`config.mk`:
```
export PLATFORM = sky130hd
export DESIGN_NAME = uart_tx_arb
export DESIGN_NICKNAME = d
export VERILOG_FILES = /design/src/rtl/uart_tx_arb.sv
export SDC_FILE = /design/constraint.sdc
export NUM_CORES = 1
export LEC_CHECK = 0
export ABC_AREA = 1
export BUFFER_PORTS_ARGS = -buffer_cell sky130_fd_sc_hd__buf_2
export CAP_MARGIN = 20
export CORE_MARGIN = 2
export CORE_UTILIZATION = 35
export DETAILED_ROUTE_END_ITERATION = 8
export GPL_TIMING_DRIVEN = 0
export PLACE_DENSITY = 0.58
export SYNTH_ARGS = -nofsm -noshare
export SYNTH_HDL_FRONTEND = slang
export SYNTH_SLANG_ARGS = --single-unit
```
`constraint.sdc`:
```
create_clock -name clk -period 3.7 [get_ports clk]
set_input_delay 0.185 -clock clk [delete_from_list [all_inputs] [get_ports clk]]
set_output_delay 0.185 -clock clk [all_outputs]
set_load 0.05 [all_outputs]
```
`src/rtl/uart_tx_arb.sv`:
```
// uart_tx_arb: round-robin arbiter and byte sequencer sharing one UART transmitter
// among N_REQ byte-stream requesters. A grant is held for a packet, which ends on the
// last byte, when the owner drops its request, or after MAX_BURST bytes.
//
// Ports:
//   clk       clock
//   reset     asynchronous reset, active-low
//   req       per-requester byte valid / request
//   req_data  per-requester byte, requester i on bits [8i+7:8i]
//   req_last  byte on req_data[i] is the last of its packet
//   ack       one-cycle pulse: byte of requester i committed to the transmitter
//   grant     one-hot current owner, zero when idle
//   busy      arbiter owns the transmitter
//   tx_start  one-cycle start strobe to the transmitter
//   tx_data   byte to the transmitter, stable from SEND until the next load
//   tx_busy   transmitter busy (only consulted when idle)
//   tx_end    one-cycle transmit-complete pulse
module uart_tx_arb #(
  parameter int unsigned N_REQ     = 4,
  parameter int unsigned MAX_BURST = 16
) (
  input  logic               clk,
  input  logic               reset,
  input  logic [N_REQ-1:0]   req,
  input  logic [8*N_REQ-1:0] req_data,
  input  logic [N_REQ-1:0]   req_last,
  output logic [N_REQ-1:0]   ack,
  output logic [N_REQ-1:0]   grant,
  output logic               busy,
  output logic               tx_start,
  output logic [7:0]         tx_data,
  input  logic               tx_busy,
  input  logic               tx_end
);

  localparam int unsigned GW = $clog2(N_REQ);
  localparam int unsigned BW = $clog2(MAX_BURST + 1);

  typedef enum logic [1:0] {StIdle, StSend, StWait} state_e;

  state_e          state_q, state_d;
  logic [GW-1:0]   g_q, g_d;
  logic [GW-1:0]   rr_ptr_q, rr_ptr_d;
  logic [BW-1:0]   burst_cnt_q, burst_cnt_d;
  logic            last_flag_q, last_flag_d;
  logic [7:0]      tx_data_q, tx_data_d;

  logic [7:0]      req_bytes [N_REQ];
  logic [GW-1:0]   pick, hi_pick, lo_pick;
  logic            hi_found;
  logic            rel;

  for (genvar i = 0; i < N_REQ; i++) begin : g_bytes
    assign req_bytes[i] = req_data[8*i +: 8];
  end

  // Round-robin pick: the lowest requester above rr_ptr wins; otherwise wrap to the
  // lowest requester at or below rr_ptr. Descending scan leaves the lowest index.
  always_comb begin
    hi_found = 1'b0;
    hi_pick  = '0;
    lo_pick  = '0;
    for (int i = int'(N_REQ) - 1; i >= 0; i--) begin
      if (req[i]) begin
        if (GW'(i) > rr_ptr_q) begin
          hi_found = 1'b1;
          hi_pick  = GW'(i);
        end else begin
          lo_pick  = GW'(i);
        end
      end
    end
    pick = hi_found ? hi_pick : lo_pick;
  end

  assign rel = last_flag_q || (burst_cnt_q == BW'(MAX_BURST)) || !req[g_q];

  always_comb begin
    state_d     = state_q;
    g_d         = g_q;
    rr_ptr_d    = rr_ptr_q;
    burst_cnt_d = burst_cnt_q;
    last_flag_d = last_flag_q;
    tx_data_d   = tx_data_q;
    case (state_q)
      StIdle: begin
        if ((|req) && !tx_busy) begin
          g_d         = pick;
          tx_data_d   = req_bytes[pick];
          burst_cnt_d = '0;
          state_d     = StSend;
        end
      end
      StSend: begin
        burst_cnt_d = burst_cnt_q + 1'b1;
        last_flag_d = req_last[g_q];
        state_d     = StWait;
      end
      StWait: begin
        if (tx_end) begin
          if (rel) begin
            // The owner just served becomes lowest priority.
            rr_ptr_d = g_q;
            state_d  = StIdle;
          end else begin
            tx_data_d = req_bytes[g_q];
            state_d   = StSend;
          end
        end
      end
      default: state_d = StIdle;
    endcase
  end

  always_ff @(posedge clk or negedge reset) begin
    if (!reset) begin
      state_q     <= StIdle;
      g_q         <= '0;
      rr_ptr_q    <= GW'(N_REQ - 1);
      burst_cnt_q <= '0;
      last_flag_q <= 1'b0;
      tx_data_q   <= 8'h00;
    end else begin
      state_q     <= state_d;
      g_q         <= g_d;
      rr_ptr_q    <= rr_ptr_d;
      burst_cnt_q <= burst_cnt_d;
      last_flag_q <= last_flag_d;
      tx_data_q   <= tx_data_d;
    end
  end

  // Moore outputs decoded from state and registered owner.
  always_comb begin
    ack   = '0;
    grant = '0;
    if (state_q == StSend) ack[g_q] = 1'b1;
    if (state_q != StIdle) grant[g_q] = 1'b1;
  end

  assign tx_start = (state_q == StSend);
  assign busy     = (state_q != StIdle);
  assign tx_data  = tx_data_q;

endmodule

```
Word-level counts from Yosys, hierarchy flattened
Index checks and enable logic that the tools add are counted.

Bitwise gates (word level): 2. Order comparisons: 8. Mux-type cells: 49. Equality and inequality tests: 6. Reductions and logical operators: 16. Add/sub/neg operators: 1.

Operators with widths (count): 8-bit two-way mux (7); 2-bit two-way mux (19); 8-bit binary-select mux with 2-bit select (2); 8-bit one-hot mux with 2 select lines (1); 1-bit two-way mux (12); 5-bit one-hot mux with 2 select lines (1); 4-bit two-way mux (2); 3-bit >= comparator, second input constant (2); 2-bit != test, second input constant (3); 2-bit inverter with 3-bit output (2); 2-bit one-hot mux with 3 select lines (1); 2-bit AND reduction (3); 2-bit nonzero test (3); 5-bit by 1-bit adder with 5-bit output, second input constant (1); 5-bit equality test, second input constant (1); 5-bit two-way mux (1); 1-bit binary-select mux with 2-bit select (2); 1-bit by 2-bit > comparator with 1-bit output, first input constant (2); 2-bit > comparator, first input constant (2); 4-bit AND reduction (1); 4-bit OR reduction (1); 2-bit by 3-bit < comparator with 1-bit output, second input constant (1); 3-bit AND reduction (1); 1-bit demux with 2-bit select (1); other kinds (7) (10).

Output and inout bits: 18. Flip-flop bits (word level): 20. Input port bits: 44.

Longest topological paths before layout
Depth after elaboration: 16. Gate-level depth with buffers: 12. Gate-level depth less buffers: 11.

Worst setup path before layout
No wires, ideal clock.

Path type: register to output. Start: reg state_q[1]. End: out ack[2]. Data arrival time: 1925 ps. Data required time: 3515 ps. Stages on the path, launching flop included: 4. Buffers on the path: 0. Slack: 1590 ps. Path through: dfrtp_1 nor2_2 inv_1 nor2_1.

Longest elaborated chain between the ends: 2.

Ends and longest elaborated chain: start, declared (line 41) `state_e state_q, state_d;`; start signal, assigned (line 117) `state_q <= StIdle;`; start signal, assigned (line 124) `state_q <= state_d;`; 2-bit by 1-bit equality test with 1-bit output; net tx_start (line 30) `output logic tx_start,`; 4-bit two-way mux (line 137) `if (state_q == StSend) ack[g_q] = 1'b1;`; end, declared (line 27) `output logic [N_REQ-1:0] ack,`.

The timed path passes the listed nets, and every way through them passes these cells.

Final worst setup path
Start: reg g_q[0]. End: out ack[0].

Longest elaborated chain between the ends: 5.

Ends and longest elaborated chain: start, declared (line 42) `logic [GW-1:0] g_q, g_d;`; start signal, assigned (line 125) `g_q <= g_d;`; 2-bit by 3-bit < comparator with 1-bit output (implied by the code) / 2-bit by 1-bit >= comparator with 1-bit output (equally long branches) (line 137); 1-bit logical AND (implied by the code) (line 137); 1-bit two-way mux (implied by the code) (line 137); 1-bit demux with 2-bit select * (line 137); 4-bit two-way mux * (line 137).

Mark *: on every way between the ends. The rest lies on a longest branch, timed or not.

==> results.toml <==
[outcome]
status = "completed"

[grt]
antenna_found_initial = 0
grt_max_degree = 21
grt_overflow = 0
grt_usage = 0.193
grt_pass1_vias = 1820
grt_pass1_wl_um = 8410

[floorplan]
die_w_um = 75.8
io_pins = 62
die-area_mm2 = 0.00575
initial_core_util = 0.358
core-area_mm2 = 0.00504
rows = 26
die_h_um = 75.8

[synthesis]
synth-seq-cells = 20
synth_warnings = 0
syn-cell-area_mm2 = 0.00181
ys.flop_type = "dfrtp_1"
async_flop_share = 1.00
synth.most_common_cell = "nand2_1"
synth_fp_nets = 337
synth_edf_count = 0
synthTopCellsByArea = "dfrtp_1 25%, nand2_1 14%, nand3_1 12%"
synth_commonest_cells = "65 x nand2_1, 56 x inv_1, 45 x nand3_1, 35 x nor2_1, 19 x o21ai_0"
synth_top_area_frac = 0.249
syn_area_per_cell_um2 = 6.21
synthCells = 291
yosysUniqueCellTypes = 30
yosysSeqAreaShare = 0.278
synth.largest_area_cell = "dfrtp_1"

[timing]
finalHoldWorstSlack_ns = 0.135
clock_skew_ns = 0.00453
slew_viol_final = 0
fin_crit_sh = 0.527
tns_ns = 0
fmax_mhz = 513
hold_violations = 0
min_period_ns = 1.95
tightest_slew_ns = 0.583
rsz0062_at_grt = "false"
slew_headroom = 0.611
setup_viol_count_final = 0

[routing]
viasPerCell = 4.76
first_iter_violations = 101
route.met2.wl_um = 2440
m1WireLength_um = 2500
vias = 2033
remaining_drc_errors = 0
top_layer_used = "met4"
wl_per_cell_um = 12.5
wl_um = 5340
wl_met3_um = 334
drtPass1Iterations = 4
ant_nets = 0

[setup_path]
cp.required_ns = 3.51
worstSetupStartpointType = "register"
criticalPathCategory = "register to output port"
path_max_fanout = 8
cp_data_arrival_time_ns = 1.77
r2r-start = "rr_ptr_q[1]"
critPathLaunch = "g_q[0]"
reg2reg_slack_ns = 1.81
cp-end-kind = "output port"

[power]
p_leak_nw = 1.29
p_int_mw = 0.783
switching_share = 0.579
peakVddDrop_mv = 0.311
pwr-share-clk = 0.079
powerDensity_mw_per_mm2 = 826
switching_power_mw = 1.08
seq_power_share = 0.215
p_comb_frac = 0.706

[clock_network]
clk_latency_ns = 0.26
clkTransAtPathRegs_ns = 0.07
cts_made_buffers = 3
root_buffer = "clkbuf_8"
cts_setup_buffers = 0
cts.sinks = 20
cts_max_path_buffers = 2
htreeDepth = 1
cts_tree = "built"

[layout]
stdcell_area_mm2 = 0.00225
nets = 404
diodes = 0
syn_to_final_growth_pct = 24.8
drive_gt1_frac = 0.266

[min_path]
worstHoldStart = "tx_end"
hold_path_class = "input port to register"

[place]
io_buffer_count = 61
dpl.hpwl_um = 3930
finalWeightedCongestion = 0.917
dpl-instance-area_mm2 = 0.00220

[job]
drv_cap = 0
-- cells by family (layout without fill, tap and decap cells) --
group | count (synthesis) | count (layout) | synth area share
flops | 20 | 20 | 0.278
compound gates | 28 | 28 | 0.0949
buf+inv | 65 | 131 | 0.160
simple gates | 175 | 175 | 0.448
fa+ha+maj | 2 | 2 | 0.0138
xor+xnor | 1 | 1 | 0.00485
-- final timing paths --
check / end / cells past startpoint
worst max-delay path: ack[0] / 4
worst min-delay path: state_q[1] / 2
worst max register to register: tx_data[3] / 10
worst min register to register: tx_data[3] / 2
max in group asynchronous: rr_ptr_q[0] / 2
min in group asynchronous: burst_cnt_q[4] / 2
-- sequential cells by signal, summed over array words and instances (netlist names) --
name         count
burst_cnt_q      5
g_q              2
last_flag_q      1
rr_ptr_q         2
state_q          2
tx_data          8
-- metal layers --
| metal | vias to the layer above | global-route usage |
|---|---|---|
| met1 | 906 | 0.263 |
| met5 | - | 0 |
| li1 | 1048 | - |
| met2 | 73 | 0.324 |
| met3 | 6 | 0.0304 |
| met4 | 0 | 0.0429 |
-- cell usage in the layout, fill, tap and decap left out --
cell / n
nand2_1: 65
buf_2: 63
inv_1: 56
nand3_1: 45
nor2_1: 35
o21ai_0: 19
dfrtp_1: 18
nand2_2: 12
nor4_1: 6
nor3_1: 4
nor2_2: 3
buf_6: 3
o22ai_1: 3
clkbuf_8: 3
clkbuf_1: 2
a41oi_1: 2
ha_1: 2
dfstp_2: 2
nand4_1: 1
nand2_4: 1
o21bai_2: 1
nand2_8: 1
buf_12: 1
nand3_2: 1
inv_2: 1
a21oi_1: 1
o21ai_4: 1
buf_4: 1
xor2_1: 1
nor3_2: 1
a22oi_1: 1
dlygate4sd3_1: 1
-- power groups by stage --
stage	Sequential [mW]	Combinational, mW	Clock, mW
after floorplan	0.542	0.844	0
after global placement	0.406	1.30	0
after detailed placement	0.404	1.31	0
after CTS	0.400	1.32	0.154
after global routing	0.416	1.45	0.160
final	0.400	1.31	0.147
-- repair_timing --
item	in CTS	in global routing
hold buffers	1	0
resized for setup	0	0
endpoints found under the hold margin	18	0
-- worst max-delay path, stage by stage (launching register included) --
cell and delay [ns]:
dfrtp_1 0.43, nor2_1 0.36, inv_1 0.29, nor2_1 0.16, buf_2 0.27
-- layout make-up --
| cell class | count | area (um^2) |
|---|---|---|
| buffer | 8 | 75.1 |
| clock buffer | 4 | 45.0 |
| fill | 567 | 2790 |
| inverter | 57 | 214 |
| multi-input combinational | 206 | 1010 |
| sequential | 20 | 503 |
| tap | 70 | 87.6 |
| timing repair buffer | 62 | 315 |
-- stage by stage --
stage          power (mW)  std cells  utilization  worst slack, ns
6_report             1.86        427        0.447             1.75
5_1_grt              2.03        427        0.447             1.67
4_1_cts              1.87        427        0.447             1.75
3_5_place_dp         1.71        422        0.436             1.85
3_3_place_gp         1.71        422        0.436             1.85
2_1_floorplan        1.39        291            -             1.59
No activity file was read; power rests on OpenSTA's default activity.
